==> src/rtl/mul_div_pkg.sv <==
// rtl/mul_div_pkg.sv - shared types and constants for the multiply/divide unit
// Provides: state_e FSM encoding, OP_MUL/OP_DIV opcodes, DATA_WIDTH_DEF,
//           cnt_width() and CNT_W for the iteration counter.
package mul_div_pkg;

  localparam int DATA_WIDTH_DEF = 32;

  typedef enum logic [1:0] {
    ST_IDLE,
    ST_RUN,
    ST_FIX,
    ST_DONE
  } state_e;

  localparam logic OP_MUL = 1'b0;
  localparam logic OP_DIV = 1'b1;

  // Counter must hold the value DATA_WIDTH itself.
  function automatic int cnt_width(input int w);
    return $clog2(w + 1);
  endfunction

  localparam int CNT_W = cnt_width(DATA_WIDTH_DEF);

endpackage

==> src/rtl/add_sub_33.sv <==
// rtl/add_sub_33.sv - combinational adder/subtractor shared by Booth and trial-subtract steps
// Ports:
//   x_i   in  WIDTH  left operand
//   y_i   in  WIDTH  right operand
//   sub_i in  1      1 = x_i - y_i, 0 = x_i + y_i
//   sum_o out WIDTH  result (wraps modulo 2^WIDTH)
module add_sub_33 #(
  parameter int WIDTH = 33
) (
  input  logic [WIDTH-1:0] x_i,
  input  logic [WIDTH-1:0] y_i,
  input  logic             sub_i,
  output logic [WIDTH-1:0] sum_o
);

  assign sum_o = sub_i ? (x_i - y_i) : (x_i + y_i);

endmodule

==> src/rtl/mul_div_unit.sv <==
// rtl/mul_div_unit.sv - multicycle signed multiply (Booth) / divide (restoring) unit
// Ports:
//   clk         in  1       rising-edge clock
//   clear       in  1       synchronous active-high reset
//   start       in  1       request, sampled in IDLE only
//   op          in  1       0 = multiply, 1 = divide
//   a, b        in  W       operands (two's complement)
//   busy        out 1       high outside IDLE
//   done        out 1       one-cycle pulse, result valid
//   z_enable    out 1       same as done, drives Z register enable
//   div_by_zero out 1       valid with done, held until next accepted start
//   result      out 2W      mul: product; div: {remainder, quotient}
module mul_div_unit
  import mul_div_pkg::*;
#(
  parameter int DATA_WIDTH = DATA_WIDTH_DEF
) (
  input  logic                    clk,
  input  logic                    clear,
  input  logic                    start,
  input  logic                    op,
  input  logic [DATA_WIDTH-1:0]   a,
  input  logic [DATA_WIDTH-1:0]   b,
  output logic                    busy,
  output logic                    done,
  output logic                    z_enable,
  output logic                    div_by_zero,
  output logic [2*DATA_WIDTH-1:0] result
);

  localparam int W  = DATA_WIDTH;
  localparam int CW = cnt_width(W);

  state_e          state_q;
  logic            op_q;
  logic [W-1:0]    a_q;       // original dividend, for signs and div-by-zero remainder
  logic            b_neg_q;
  logic [W-1:0]    m_q;       // mul: multiplicand a; div: |b|
  logic [W-1:0]    q_q;       // mul: multiplier b; div: |a| shifting into quotient
  logic            qm1_q;     // Booth q_-1
  logic [W:0]      acc_q;     // extra bit keeps |-2^31| and Booth -(-2^31) exact
  logic [CW-1:0]   cnt_q;
  logic            dz_q;
  logic            busy_q;
  logic            done_q;
  logic            div_by_zero_q;
  logic [2*W-1:0]  result_q;

  logic [W:0]      acc_d;
  logic [W-1:0]    q_d;
  logic            qm1_d;
  logic [W:0]      shifted_r;
  logic [W:0]      add_x;
  logic [W:0]      add_y;
  logic            add_sub;
  logic [W:0]      add_s;
  logic [W:0]      booth_sel;
  logic [W-1:0]    a_mag;
  logic [W-1:0]    b_mag;
  logic [W-1:0]    quo_fix;
  logic [W-1:0]    rem_fix;
  logic [2*W-1:0]  fix_result;

  assign a_mag = a[W-1] ? (~a + 1'b1) : a;
  assign b_mag = b[W-1] ? (~b + 1'b1) : b;

  // Divide shifts the next dividend bit into the partial remainder.
  assign shifted_r = {acc_q[W-1:0], q_q[W-1]};
  assign add_x     = (op_q == OP_DIV) ? shifted_r : acc_q;
  assign add_y     = (op_q == OP_DIV) ? {1'b0, m_q} : {m_q[W-1], m_q};
  // Booth pair {Q0, q_-1} = 10 subtracts M, 01 adds M.
  assign add_sub   = (op_q == OP_DIV) | (q_q[0] & ~qm1_q);

  add_sub_33 #(
    .WIDTH (W + 1)
  ) u_add_sub (
    .x_i   (add_x),
    .y_i   (add_y),
    .sub_i (add_sub),
    .sum_o (add_s)
  );

  always_comb begin
    acc_d     = acc_q;
    q_d       = q_q;
    qm1_d     = qm1_q;
    booth_sel = acc_q;
    if (op_q == OP_DIV) begin
      if (!add_s[W]) begin
        acc_d = add_s;
        q_d   = {q_q[W-2:0], 1'b1};
      end else begin
        acc_d = shifted_r;
        q_d   = {q_q[W-2:0], 1'b0};
      end
    end else begin
      booth_sel = (q_q[0] ^ qm1_q) ? add_s : acc_q;
      acc_d     = {booth_sel[W], booth_sel[W:1]};
      q_d       = {booth_sel[0], q_q[W-1:1]};
      qm1_d     = q_q[0];
    end
  end

  always_comb begin
    quo_fix = (a_q[W-1] ^ b_neg_q) ? (~q_q + 1'b1) : q_q;
    rem_fix = a_q[W-1] ? (~acc_q[W-1:0] + 1'b1) : acc_q[W-1:0];
    if (op_q == OP_MUL) begin
      fix_result = {acc_q[W-1:0], q_q};
    end else if (dz_q) begin
      fix_result = {a_q, {W{1'b1}}};
    end else begin
      fix_result = {rem_fix, quo_fix};
    end
  end

  always_ff @(posedge clk) begin
    if (clear) begin
      state_q       <= ST_IDLE;
      op_q          <= OP_MUL;
      a_q           <= '0;
      b_neg_q       <= 1'b0;
      m_q           <= '0;
      q_q           <= '0;
      qm1_q         <= 1'b0;
      acc_q         <= '0;
      cnt_q         <= '0;
      dz_q          <= 1'b0;
      busy_q        <= 1'b0;
      done_q        <= 1'b0;
      div_by_zero_q <= 1'b0;
      result_q      <= '0;
    end else begin
      case (state_q)
        ST_IDLE: begin
          if (start) begin
            op_q          <= op;
            a_q           <= a;
            b_neg_q       <= b[W-1];
            qm1_q         <= 1'b0;
            acc_q         <= '0;
            cnt_q         <= '0;
            div_by_zero_q <= 1'b0;
            busy_q        <= 1'b1;
            if (op == OP_DIV) begin
              m_q     <= b_mag;
              q_q     <= a_mag;
              dz_q    <= (b == '0);
              state_q <= (b == '0) ? ST_FIX : ST_RUN;
            end else begin
              m_q     <= a;
              q_q     <= b;
              dz_q    <= 1'b0;
              state_q <= ST_RUN;
            end
          end
        end
        ST_RUN: begin
          acc_q <= acc_d;
          q_q   <= q_d;
          qm1_q <= qm1_d;
          cnt_q <= cnt_q + CW'(1);
          if (cnt_q == CW'(W - 1)) begin
            state_q <= ST_FIX;
          end
        end
        ST_FIX: begin
          result_q      <= fix_result;
          div_by_zero_q <= dz_q;
          done_q        <= 1'b1;
          state_q       <= ST_DONE;
        end
        ST_DONE: begin
          done_q  <= 1'b0;
          busy_q  <= 1'b0;
          state_q <= ST_IDLE;
        end
        default: begin
          state_q <= ST_IDLE;
        end
      endcase
    end
  end

  assign busy        = busy_q;
  assign done        = done_q;
  assign z_enable    = done_q;
  assign div_by_zero = div_by_zero_q;
  assign result      = result_q;

endmodule
==> config.mk <==
export PLATFORM = sky130hd
export DESIGN_NAME = mul_div_unit
export DESIGN_NICKNAME = d
export VERILOG_FILES = /design/src/rtl/mul_div_pkg.sv /design/src/rtl/add_sub_33.sv /design/src/rtl/mul_div_unit.sv
export SDC_FILE = /design/constraint.sdc
export NUM_CORES = 1
export LEC_CHECK = 0
export ABC_CLOCK_PERIOD_IN_PS = 5400
export BUFFER_PORTS_ARGS = -buffer_cell sky130_fd_sc_hd__buf_4
export CORE_ASPECT_RATIO = 0.6
export CORE_MARGIN = 2
export CORE_UTILIZATION = 40
export DETAILED_ROUTE_END_ITERATION = 10
export HOLD_SLACK_MARGIN = 0.15
export PLACE_DENSITY = 0.54
export SLEW_MARGIN = 5
export SYNTH_ARGS = -nofsm -noshare
export SYNTH_HDL_FRONTEND = slang
export SYNTH_SLANG_ARGS = --single-unit
==> constraint.sdc <==
create_clock -name clk -period 5.4 [get_ports clk]
set_input_delay 1.08 -clock clk [delete_from_list [all_inputs] [get_ports clk]]
set_output_delay 1.08 -clock clk [all_outputs]
set_load 0.02 [all_outputs]
# == Word-level counts from Yosys, hierarchy flattened ==
# Cells that the tools add are included.
# word_totals
ff_bits,208
output_inout_bits,68
memories,0
ram_bits,0
elab_cells,84
inputBits,68
latch_bits,0
romBits,0
# op_classes
n_div,0
addsub,7
mux,35
eq_ne,7
n_bitwise,9
mul,0
order_cmp,0
n_reduce_logical,12
shift,0
# op_table
operator,n
$mux W32,8
$mux W33,7
$add A32 B1 Y32 const B,4
$mux W64,2
$not A32 Y32,4
$pmux W33 S2,1
$pmux W32 S2,1
$add A33 B33 Y33,1
$sub A33 B33 Y33,1
$logic_not A32 Y1,1
$pmux W6 S2,1
$reduce_and A2 Y1,5
$mux W2,4
$pmux W1 S2,4
$pmux W2 S4,1
$reduce_bool A2 Y1,4
$add A6 B1 Y6 const B,1
$eq A6 B5 Y1 const B,1
$mux W6,1
$ne A2 B2 Y1 const B,3
$mux W1,5
$eq A2 B2 Y1 const B,2
$reduce_and A3 Y1,1
$eq A2 B1 Y1 const B,1
other kinds (5),6

# == Logic depth before layout (Yosys ltp) ==
# Gate-level depths: netlist of run 1.
# logic_depth
ltp_word,7
depth_mapped,21
ltp_nobuf,19

# == Cells and area by module ==
# A second synthesis of run 1 with hierarchy kept.
# unflattened
hier_cells,2125
hier_area_um2,15994.1
# modules_own_cells
module,n_inst,area_each_um2,seq_area_each_um2,cells_per_inst
mul_div_unit,1,13469.2,4164.0,1758
add_sub_33,1,2524.9,0.0,367

# == Worst setup path before layout of run 1 ==
# Ideal clock, no wire load.
# synth_timing
path_kind,register to register
start,register m_q[2]
end,register acc_q[11]
path_buffers,3
path_slack_ps,825
stages_incl_launch_ff,20
t_arrival_ps,4492
required_ps,5317
period_less_slack_ps,4575
setup_time_ps,83
cell_sequence,dfxtp_1 > nor4_1 > nor3b_1 > nand2_1 > nor4_1 > nand2b_1 > o41ai_1 > xor2_1 > ha_1 > clkbuf_1 > nand4_1 > or3_1 > nor2_1 > a32o_1 > o21ai_0 > xnor2_2 > buf_6 > clkbuf_1 > a21oi_1 > o221ai_1
# synth_between
elab_chain_len,6
word_cells_on_any_way,8
cone_classes,add/sub (2); mux (6)
# synth_lines
element,line,rtl
start: declaration,mul_div_unit.sv:38,logic [W-1:0] m_q;
start signal: assignment,mul_div_unit.sv:145,m_q <= b_mag;
$mux W33 (*),mul_div_unit.sv:70,"assign add_y = (op_q == OP_DIV) ? {1'b0, m_q} : {m_q[W-1], m_q};"
$add A33 B33 Y33 or $sub A33 B33 Y33 (tied branches),add_sub_33.sv:16,assign sum_o = sub_i ? (x_i - y_i) : (x_i + y_i);
$mux W33 (*),add_sub_33.sv:16,
"$mux W33, on equally long branches","mul_div_unit.sv:97, mul_div_unit.sv:89",
$mux W33 (*),mul_div_unit.sv:88,if (op_q == OP_DIV) begin
$pmux W33 S2 (*),mul_div_unit.sv:133,case (state_q)
end signal: assignment,mul_div_unit.sv:125,acc_q <= '0;
end signal: assignment,mul_div_unit.sv:140,acc_q <= '0;
end signal: assignment,mul_div_unit.sv:158,acc_q <= acc_d;
end: declaration,mul_div_unit.sv:41,logic [W:0] acc_q;
# Mark *: on every way between the ends. The rest lies on a longest branch, timed or not.
# A chain may end at the register's enable or synchronous reset.

# == Final worst setup path of run 1 ==
# layout_timing
start,register qm1_q
end,register acc_q[15]
# layout_between
elab_chain_len,7
word_cells_on_any_way,9
cone_classes,mux (5); bitwise (4)
# layout_lines
element,line,rtl
start: declaration,mul_div_unit.sv:40,logic qm1_q;
start signal: assignment,mul_div_unit.sv:160,qm1_q <= qm1_d;
$not A1 Y1,mul_div_unit.sv:72,assign add_sub = (op_q == OP_DIV) | (q_q[0] & ~qm1_q);
$and A1 B1 Y1,mul_div_unit.sv:72,
$or A1 B1 Y1,mul_div_unit.sv:72,
$mux W33,add_sub_33.sv:16,
"$mux W33, on equally long branches","mul_div_unit.sv:97, mul_div_unit.sv:89",
$mux W33 (*),mul_div_unit.sv:88,
$pmux W33 S2 (*),mul_div_unit.sv:133,
# Marked as above.

==> results of run 1 <==
## cells in the mapped netlist, types with 6 or more instances
library cell / n / area (sq um)
nand3_1: 23 / 115
a211oi_1: 75 / 563
nand2b_1: 19 / 119
mux2_2: 32 / 360
a31oi_1: 17 / 106
xor2_1: 90 / 788
or3_1: 25 / 156
nor4_1: 18 / 113
a221oi_1: 6 / 52.6
dfxtp_1: 208 / 4160
clkbuf_1: 139 / 522
buf_1: 19 / 71.3
or4_1: 13 / 97.6
mux2i_1: 71 / 711
a21oi_1: 212 / 1060
o21a_1: 6 / 45.0
o22ai_1: 29 / 181
o211ai_1: 33 / 248
o31ai_1: 33 / 248
a21o_1: 16 / 120
o221ai_1: 11 / 96.3
nand2_1: 244 / 916
ha_1: 44 / 551
a311oi_1: 13 / 114
o21ai_0: 123 / 616
a22oi_1: 8 / 60.1
inv_1: 49 / 184
o21bai_1: 6 / 45.0
a32o_1: 9 / 90.1
o41ai_1: 16 / 140
xnor2_1: 56 / 490
nor2_1: 254 / 953
a22o_1: 7 / 61.3
nand4_1: 13 / 81.3
nor3_1: 41 / 205
## layout make-up
type / count / area, sq um
inverters: 51 / 191
clock inverters: 13 / 215
fillers: 3875 / 20100
flip-flops and latches: 208 / 4170
multi-input cells: 1635 / 10200
repair buffers: 178 / 1350
well taps: 513 / 642
clock buffers: 27 / 621
## worst max path at each step
stage | startpoint | endpoint | slack [ns]
2_1_floorplan | m_q[2] | acc_q[11] | 0.83
3_3_place_gp | m_q[2] | q_q[0] | 0.21
3_5_place_dp | m_q[2] | acc_q[7] | 0.14
4_1_cts | m_q[2] | acc_q[7] | 0.13
5_1_grt | m_q[2] | q_q[0] | 0.06
6_report | qm1_q | acc_q[15] | 0.51
## worst min-delay path, cell delays in order, from the launching register on
cell and delay [ns]:
dfxtp_1 0.31, nand2_1 0.05, a21oi_1 0.05
## power groups by stage
stage	Clock (W)	Sequential (W)	Combinational (W)
6_report	0.00178	0.00248	0.00562
5_1_grt	0.00187	0.00252	0.00607
4_1_cts	0.00180	0.00245	0.00538
3_5_place_dp	0	0.00248	0.00536
3_3_place_gp	0	0.00247	0.00536
2_1_floorplan	0	0.00237	0.00363
## flip-flops by register name (all words and copies together), names as in the netlist, 2 cells and up
signal / flops
a_q: 32
acc_q: 33
cnt_q: 6
m_q: 32
q_q: 32
result: 64
state_q: 2
## repair_timing
action	4_1_cts	5_1_grt
resized for setup	0	4
hold buffers	0	0
setup buffers	0	8
setup endpoints to repair	0	31
## per-layer routing
layer | vias to the layer above | GRT usage, % | wire [microns]
met2 | 676 | 36.5 | 21600
met4 | 0 | 4.12 | 727
met1 | 7599 | 50.7 | 31400
met3 | 52 | 7.81 | 6760
met5 | - | 0 | 0
li1 | 7499 | - | -
## kinds of logic (layout without fill, tap and decap cells)
| kind of cell | after synthesis | count (layout) |
|---|---|---|
| DFF | 208 | 208 |
| and+or+nand+nor | 685 | 685 |
| muxes | 104 | 104 |
| adders and majority gates | 45 | 45 |
| xor gates and xnor gates | 148 | 148 |
| AOI/OAI and AO/OA | 653 | 653 |
| buffers and inverters | 214 | 269 |
## stage by stage
step	setup slack, ns	area (sq um)
final	0.505	17400
after global routing	0.0561	17400
after CTS	0.130	17300
after detailed placement	0.135	16400
after global placement	0.206	16400
after floorplan	0.825	15100
==> impl_metrics.py, run 1 <==
metrics = {
    "synth": {
        "synth_simple_gate_area_share_pct": 20.0,
        "synth-xor-area-share_pct": 8.68,
        "synth_edf_count": 0,
        "synth.net_count": 2170,
        "synth_adder_area_share_pct": 3.78,
        "synth_compound_area_share_pct": 27.4,
        "synth_ff_type": "dfxtp_1",
        "async_flop_share_pct": 0,
        "synthMuxAreaShare_pct": 7.16,
        "synth_seq_cells": 208,
        "synth_top_family_by_area": "compound AO/OA/AOI/OAI gates",
        "ys_types": 74,
        "yosys_warnings": 0,
        "ys_seq_area_share_pct": 27.6,
        "syn_inst": 2057,
        "avgSynthCellArea_sq_um": 7.34,
        "syn-cell-area_sq_um": 15100,
    },
    "cts": {
        "clkTransAtPathRegs_ns": 0.06,
        "clk_path_buf_depth": 3,
        "clock_sinks": 208,
        "clk_latency_ns": 0.56,
        "cts_root_buf": "clkbuf_16",
        "h-tree-depth": 1,
        "cts_buffers": 23,
        "cts_tree": "yes",
    },
    "final_layout": {
        "syn2layout_area_growth_pct": 14.9,
        "num_antenna_cells": 0,
        "final_common_cell": "nor2_1",
        "final_cells": 2625,
        "final_layout_size_suffix_gt1_share_pct": 13.2,
        "nets": 2210,
        "utilization_pct": 46.4,
        "final_cell_mix": "253 x nor2_1, 243 x nand2_1, 212 x a21oi_1, 206 x dfxtp_1, 176 x buf_4",
    },
    "power": {
        "ir_worst_vdd_v": 0.000360,
        "p_clk_share_pct": 18.0,
        "total_power_w": 0.00987,
        "p_seq_share_pct": 25.1,
        "power.internal_w": 0.00502,
        "power_switching_w": 0.00485,
        "p_comb_share_pct": 56.9,
        "switching_share_pct": 49.1,
        "p_leak_nw": 6.76,
        "power.density_nw_per_um2": 569,
    },
    "status": {
        "status": "complete, no violations",
    },
    "die": {
        "fp.dieH_microns": 155,
        "coreArea_sq_um": 37400,
        "initial_core_util_pct": 40.4,
        "io_pins": 136,
        "die_x_microns": 255,
        "num_rows": 55,
        "die_area_sq_um": 39400,
    },
    "placed_design": {
        "gp_congestion": 0.958,
        "numPlacedInstances": 2577,
        "detailedPlacementHpwl_microns": 46600,
        "port_buffers": 135,
    },
    "critical_path": {
        "crit_slowest_cell": "xor2_1",
        "timing.rr.start": "qm1_q",
        "r2r-end": "acc_q[15]",
        "r2r_slack_ns": 0.51,
        "crit_family": "compound AO/OA/AOI/OAI gates",
        "slowest_delay_ns": 0.65,
        "path_cells": "inv_1 > ha_1 > or2_2 > a31oi_1 > xnor2_1 > ha_1 > a21oi_1 > nand2_1 > a221o_1 > a221oi_1 > buf_4 > o21bai_1 > a21o_1 > xor2_1 > mux2_2 > a221o_1",
        "critPathRequiredTime_ns": 5.90,
        "end_kind": "flip-flop",
        "critical_path_depth": 16,
        "r2r_cells": 16,
        "setup.worst_path.class": "reg2reg",
        "arrival_ns": 5.40,
        "crit_path_start_kind": "flip-flop",
        "crit_buf_inv": 2,
        "worst-path-max-fanout": 18,
    },
    "routing": {
        "antenna_left": 0,
        "wl_per_cell_microns": 23.0,
        "drt_iter0_drc": 2065,
        "first_pass_iters": 6,
        "drc_errors": 0,
        "vias": 15826,
        "drt-total-wl_microns": 60400,
        "via_per_inst": 6.03,
    },
    "timing": {
        "max_freq_mhz": 204,
        "holdWs_ns": 0.459,
        "post-route-period-util_pct": 90.6,
        "setup_tns_ns": 0,
        "slew_violations": 0,
        "fin_crit_ns": 4.89,
        "setup_viol": 0,
        "slew_headroom_pct": 11.8,
        "tightest_slew_ns": 1.31,
        "rsz0062_at_grt": "false",
        "final.setup_skew_ns": 0.0287,
        "hold_violations": 0,
    },
    "grt": {
        "grt_pass1_wl_microns": 89700,
        "grt-ovfl-total": 0,
        "grt_max_degree": 95,
        "antenna_found_initial": 0,
        "first_global_vias": 13805,
        "grt_usage_pct": 30.0,
    },
    "min_path": {
        "min_path_type": "reg2reg",
        "whs_path_depth": 2,
        "holdPathEnd": "a_q[23]",
        "hp-start": "a_q[23]",
    },
    "job": {
        "drv_cap": 0,
    },
}
(Power assumes the default switching activity.)
==> run 2: changes to the inputs <==
PLACE_DENSITY = 0.55   (was 0.54)
==> impl_metrics.py, run 2 (synthesized netlist as in run 1, its figures left out) <==
metrics = {
    "cts": {
        "clk_latency_ns": 0.56,
        "cts_root_buf": "clkbuf_16",
        "clkTransAtPathRegs_ns": 0.07,
        "cts_buffers": 23,
        "clk_path_buf_depth": 3,
        "holdBufCountCts": 0,
        "cts_tree": "yes",
        "h-tree-depth": 1,
        "clock_sinks": 208,
    },
    "timing": {
        "rsz0062_at_grt": "false",
        "tightest_slew_ns": 1.17,
        "post-route-period-util_pct": 94.0,
        "slew_headroom_pct": 21.8,
        "setup_tns_ns": 0,
        "slew_violations": 0,
        "holdWs_ns": 0.454,
        "hold_violations": 0,
        "fin_crit_ns": 5.08,
        "setup_viol": 0,
        "max_freq_mhz": 197,
        "final.setup_skew_ns": 0.0310,
    },
    "power": {
        "power.density_nw_per_um2": 564,
        "p_clk_share_pct": 18.5,
        "p_comb_share_pct": 56.2,
        "p_leak_nw": 6.77,
        "switching_share_pct": 48.8,
        "power.internal_w": 0.00501,
        "p_seq_share_pct": 25.3,
        "ir_worst_vdd_v": 0.000302,
        "power_switching_w": 0.00478,
    },
    "routing": {
        "drc_errors": 0,
        "via_per_inst": 6.00,
        "drt-total-wl_microns": 59900,
        "antenna_left": 0,
        "first_pass_iters": 5,
        "drt_iter0_drc": 1865,
        "wl_per_cell_microns": 22.8,
        "vias": 15734,
    },
    "min_path": {
        "min_path_type": "reg2reg",
    },
    "critical_path": {
        "worst-path-max-fanout": 8,
        "r2r_slack_ns": 0.32,
        "slowest_delay_ns": 0.41,
        "critPathRequiredTime_ns": 5.82,
        "arrival_ns": 5.49,
        "path_cells": "nor4_1 > nor3b_1 > nand2_1 > nor4_1 > nand2b_1 > o41ai_1 > xor2_1 > ha_1 > buf_4 > a211oi_1 > o211ai_1 > a21boi_0 > o221ai_1 > o221a_2 > mux2i_1 > a221oi_1 > o21ai_0",
        "end_kind": "flip-flop",
        "crit_top_cell": "nor4_1",
        "crit_path_start_kind": "flip-flop",
        "crit_slowest_cell": "nor4_1",
        "setup.worst_path.class": "reg2reg",
    },
    "final_layout": {
        "final_cell_mix": "253 x nor2_1, 243 x nand2_1, 212 x a21oi_1, 206 x dfxtp_1, 171 x buf_4",
        "num_antenna_cells": 0,
        "largest_register_ffs": 64,
        "syn2layout_area_growth_pct": 14.9,
        "nets": 2206,
        "final_layout_size_suffix_gt1_share_pct": 13.0,
        "final_common_cell": "nor2_1",
        "regArea_sq_um": 4170,
        "multi_input_area_sq_um": 10200,
        "nFillCells": 3902,
    },
    "die": {
        "fp.dieH_microns": 155,
        "die_x_microns": 255,
        "die_area_sq_um": 39400,
        "io_pins": 136,
        "num_rows": 55,
        "coreArea_sq_um": 37400,
        "initial_core_util_pct": 40.4,
    },
    "grt": {
        "first_global_vias": 13990,
        "grt_usage_pct": 29.9,
        "grt_max_degree": 84,
        "grt_pass1_wl_microns": 90100,
        "grt-ovfl-total": 0,
        "antenna_found_initial": 2,
    },
    "placed_design": {
        "detailedPlacementHpwl_microns": 46200,
        "gp_congestion": 1.01,
        "port_buffers": 135,
    },
    "status": {
        "status": "complete, no violations",
    },
    "job": {
        "drv_cap": 0,
    },
}
-- run 2: cell count changes in the layout (fill, tap and decap cells not counted), sizes merged --
cell / before / now
buf: 178 / 174
clkbuf: 27 / 30
clkinv: 6 / 5
-- run 2: repair_timing --
action,CTS,global route
setup buffers,0,4
endpoints found under the hold margin,0,0
gates resized for setup,0,3
setup endpoints to repair,0,30
-- run 2: layout make-up --
| cell class | count | share of cell area, % |
|---|---|---|
| tap | 513 | 3.70 |
| clock inverter | 12 | 1.17 |
| timing repair buffer | 174 | 7.69 |
| inverter | 51 | 1.10 |
| clock buffer | 30 | 3.76 |
| multi-input combinational | 1635 | 58.6 |
| sequential | 208 | 24.0 |
-- run 2: critical path, delay by kind of cell, from the launching register on --
| family | cells | cell delay (ns) |
|---|---|---|
| buf+inv | 1 | 0.17 |
| mux | 1 | 0.16 |
| compound gates | 8 | 2.37 |
| xor+xnor | 1 | 0.25 |
| flops | 1 | 0.36 |
| fa+ha+maj | 1 | 0.28 |
| simple gates | 5 | 1.36 |
-- run 2: path summary, 6_finish.rpt --
check                           startpoint   endpoint  depth (start not counted)
worst min-delay path               a_q[26]    a_q[26]                          2
worst min register to register     a_q[26]    a_q[26]                          2
worst max-delay path                m_q[2]  acc_q[25]                         17
worst max register to register      m_q[2]  acc_q[25]                         17
-- run 2: stage by stage --
stage | power, W | util, % | setup slack [ns] | cell area [sq um] | std cells
global route | 0.0104 | 46.4 | 0.00182 | 17400 | 2623
CTS | 0.00962 | 46.2 | 0.0799 | 17300 | 2619
global placement | 0.00775 | 43.9 | 0.237 | 16400 | 2577
finish | 0.00979 | 46.4 | 0.325 | 17400 | 2623
detailed placement | 0.00779 | 43.9 | 0.0888 | 16400 | 2577
floorplan | 0.00600 | - | 0.825 | 15100 | 2057
-- run 2: routing by layer --
metal | wire length, microns | vias up | share of wire, % | GRT usage [%]
li1 | - | 7481 | - | -
met1 | 30700 | 7541 | 51 | 49.6
met2 | 21600 | 678 | 36 | 37.2
met3 | 7140 | 34 | 12 | 8.60
met4 | 510 | 0 | 0.85 | 3.01
met5 | 0 | - | 0 | 0
-- run 2: power by group through the flow --
stage	Combinational, W	Sequential (W)	Clock, W
finish	0.00550	0.00248	0.00181
global route	0.00596	0.00252	0.00190
CTS	0.00533	0.00245	0.00184
detailed placement	0.00531	0.00249	0
global placement	0.00527	0.00247	0
floorplan	0.00363	0.00237	0
==> run 3: changes to the inputs <==
ABC_AREA = 1   (was unset)
CORE_UTILIZATION = 45   (was 40)
PLACE_DENSITY = 0.61   (was 0.55)
==> impl_metrics.py, run 3 <==
metrics = {
    "status": {
        "status": "complete, no violations",
    },
    "final_layout": {
        "nFillCells": 3944,
        "nets": 3033,
        "final_cell_mix": "767 x nand2_1, 353 x a21oi_1, 301 x inv_1, 261 x o21ai_0, 240 x nor2_1",
        "largest_register_ffs": 64,
        "final_common_cell": "nand2_1",
        "syn2layout_area_growth_pct": 11.6,
        "final_layout_size_suffix_gt1_share_pct": 10.0,
    },
    "critical_path": {
        "crit_buf_inv": 2,
        "crit_top_cell": "nand2_1",
        "worst-path-max-fanout": 30,
        "arrival_ns": 5.20,
        "crit_family": "simple AND/OR/NAND/NOR gates",
        "crit_slowest_cell": "nand2_2",
        "setup.worst_path.class": "reg2reg",
        "path_cells": "nor2_1 > nand2_1 > nor4_1 > nand3_1 > nor4_1 > a21oi_1 > xor2_1 > inv_1 > ha_1 > nand2_1 > nor3_2 > nand2_1 > nand2_1 > inv_1 > nand2_4 > nand2_1 > nand2_2 > nand2_1 > nand3_1 > nand2_1 > a21oi_1",
        "slowest_delay_ns": 0.58,
        "crit_path_start_kind": "flip-flop",
        "end_kind": "flip-flop",
        "critPathRequiredTime_ns": 5.89,
    },
    "routing": {
        "vias": 20439,
        "via_per_inst": 5.92,
        "drt-total-wl_microns": 76700,
        "drc_errors": 0,
        "drt_iter0_drc": 3244,
        "wl_per_cell_microns": 22.2,
        "first_pass_iters": 6,
        "antenna_left": 0,
    },
    "cts": {
        "clk_path_buf_depth": 3,
        "cts_tree": "yes",
        "h-tree-depth": 1,
        "cts_post_setup_buffers_inserted": 0,
        "clkTransAtPathRegs_ns": 0.07,
        "cts_root_buf": "clkbuf_16",
        "cts_buffers": 24,
        "clock_sinks": 208,
        "holdBufCountCts": 0,
        "clk_latency_ns": 0.57,
        "cts-resized-gates": 0,
    },
    "placed_design": {
        "detailedPlacementHpwl_microns": 58900,
        "port_buffers": 135,
        "gp_congestion": 1.06,
    },
    "grt": {
        "grt-ovfl-total": 0,
        "first_global_vias": 17923,
        "grt_max_degree": 92,
        "antenna_found_initial": 2,
        "grt_pass1_wl_microns": 114000,
        "grt_usage_pct": 37.6,
    },
    "synth": {
        "syn_inst": 2904,
        "yosys.area.top_type": "dfxtp_1",
        "synth_ff_type": "dfxtp_1",
        "syn-cell-area_sq_um": 17100,
        "avgSynthCellArea_sq_um": 5.89,
        "synth_commonest_cells": "768 x nand2_1, 353 x a21oi_1, 303 x inv_1",
        "synth_edf_count": 0,
        "async_flop_share_pct": 0,
        "ys_types": 55,
        "synth.net_count": 3017,
        "ys_top_cells_by_area": "dfxtp_1 24%, nand2_1 17%, a21oi_1 10%",
        "yosys_warnings": 0,
        "synth_seq_cells": 208,
        "synth_top_area_share_pct": 24.4,
        "synth_most_common_cell": "nand2_1",
        "ys_seq_area_share_pct": 24.4,
    },
    "timing": {
        "tightest_slew_ns": 1.21,
        "setup_viol": 0,
        "final.setup_skew_ns": 0.0176,
        "fin_crit_ns": 4.72,
        "hold_violations": 0,
        "rsz0062_at_grt": "false",
        "slew_headroom_pct": 19.4,
        "setup_tns_ns": 0,
        "max_freq_mhz": 212,
        "slew_violations": 0,
        "post-route-period-util_pct": 87.4,
    },
    "die": {
        "fp.dieH_microns": 155,
        "initial_core_util_pct": 45.5,
        "num_rows": 55,
        "coreArea_sq_um": 37600,
        "io_pins": 136,
        "die_x_microns": 256,
        "die_area_sq_um": 39600,
    },
    "power": {
        "power.density_nw_per_um2": 568,
        "switching_share_pct": 55.4,
        "ir_worst_vdd_v": 0.000383,
        "power_switching_w": 0.00600,
        "total_power_w": 0.0108,
        "power.internal_w": 0.00484,
        "p_clk_share_pct": 16.3,
        "p_leak_nw": 8.58,
        "p_seq_share_pct": 22.8,
        "p_comb_share_pct": 60.8,
    },
    "min_path": {
        "min_path_type": "reg2reg",
    },
    "job": {
        "drv_cap": 0,
    },
}
run 3: layout make-up:
cell class / instances / area, sq um / share of cell area, %
Clock buffer: 30 / 673 / 3.53
Multi-Input combinational cell: 2211 / 11000 / 57.9
Tap cell: 513 / 642 / 3.36
Timing Repair Buffer: 158 / 1190 / 6.22
Inverter: 317 / 1190 / 6.25
Clock inverter: 14 / 171 / 0.898
Sequential cell: 208 / 4170 / 21.8
Antenna cell: 1 / 2.50 / 0.0131
run 3: worst register-to-register path, stage by stage, from the launching register on:
cell and delay [ns]:
dfxtp_1 0.38, nor2_1 0.23, nand2_1 0.09, nor4_1 0.39
nand3_1 0.25, nor4_1 0.38, a21oi_1 0.15, xor2_1 0.41
inv_1 0.10, ha_1 0.40, nand2_1 0.15, nor3_2 0.28
nand2_1 0.08, nand2_1 0.12, inv_1 0.09, nand2_4 0.07
nand2_1 0.06, nand2_2 0.58, nand2_1 0.14, nand3_1 0.14
nand2_1 0.06, a21oi_1 0.11
run 3: power by group through the flow:
stage	registers, W	clock network, W	logic, W
4_1_cts	0.00245	0.00178	0.00635
5_1_grt	0.00251	0.00184	0.00713
3_3_place_gp	0.00247	0	0.00630
2_1_floorplan	0.00242	0	0.00419
3_5_place_dp	0.00247	0	0.00631
6_report	0.00248	0.00177	0.00659
run 3: logic make-up (layout without fill, tap and decap cells):
family	after synthesis	in the layout	synth area share, %
xor+xnor	73	73	3.78
fa+ha+maj	45	45	3.34
flops	208	208	24.4
compound gates	773	773	24.9
other cells	0	1	0
simple gates	1320	1320	32.5
buf+inv	485	519	11.1
run 3: metrics by stage:
stage | hold slack [ns] | std cells | utilization (%) | area [sq um] | setup WS, ns
global placement | 0.447 | 3407 | 48.5 | 18200 | 0.953
CTS | 0.461 | 3451 | 50.8 | 19100 | 0.929
finish | 0.463 | 3452 | 50.8 | 19100 | 0.682
floorplan | 0.430 | 2904 | - | 17100 | 2.16
global route | 0.480 | 3451 | 50.8 | 19100 | 0.359
detailed placement | 0.452 | 3407 | 48.5 | 18200 | 0.945
run 3: path summary, 6_finish.rpt:
path                     from          end  slack (ns)  depth (start not counted)
setup / recovery       m_q[5]    acc_q[19]        0.68                         21
hold / removal    div_by_zero  div_by_zero        0.46                          2
setup reg to reg       m_q[5]    acc_q[19]        0.68                         21
hold reg to reg   div_by_zero  div_by_zero        0.46                          2
run 3: routing by layer:
layer	global-route usage [%]	wire length, microns	vias to the layer above
met1	60.7	37100	9485
met3	10.4	10600	108
met2	47.5	27400	1226
met4	6.99	1520	2
met5	0	12	-
li1	-	-	9618
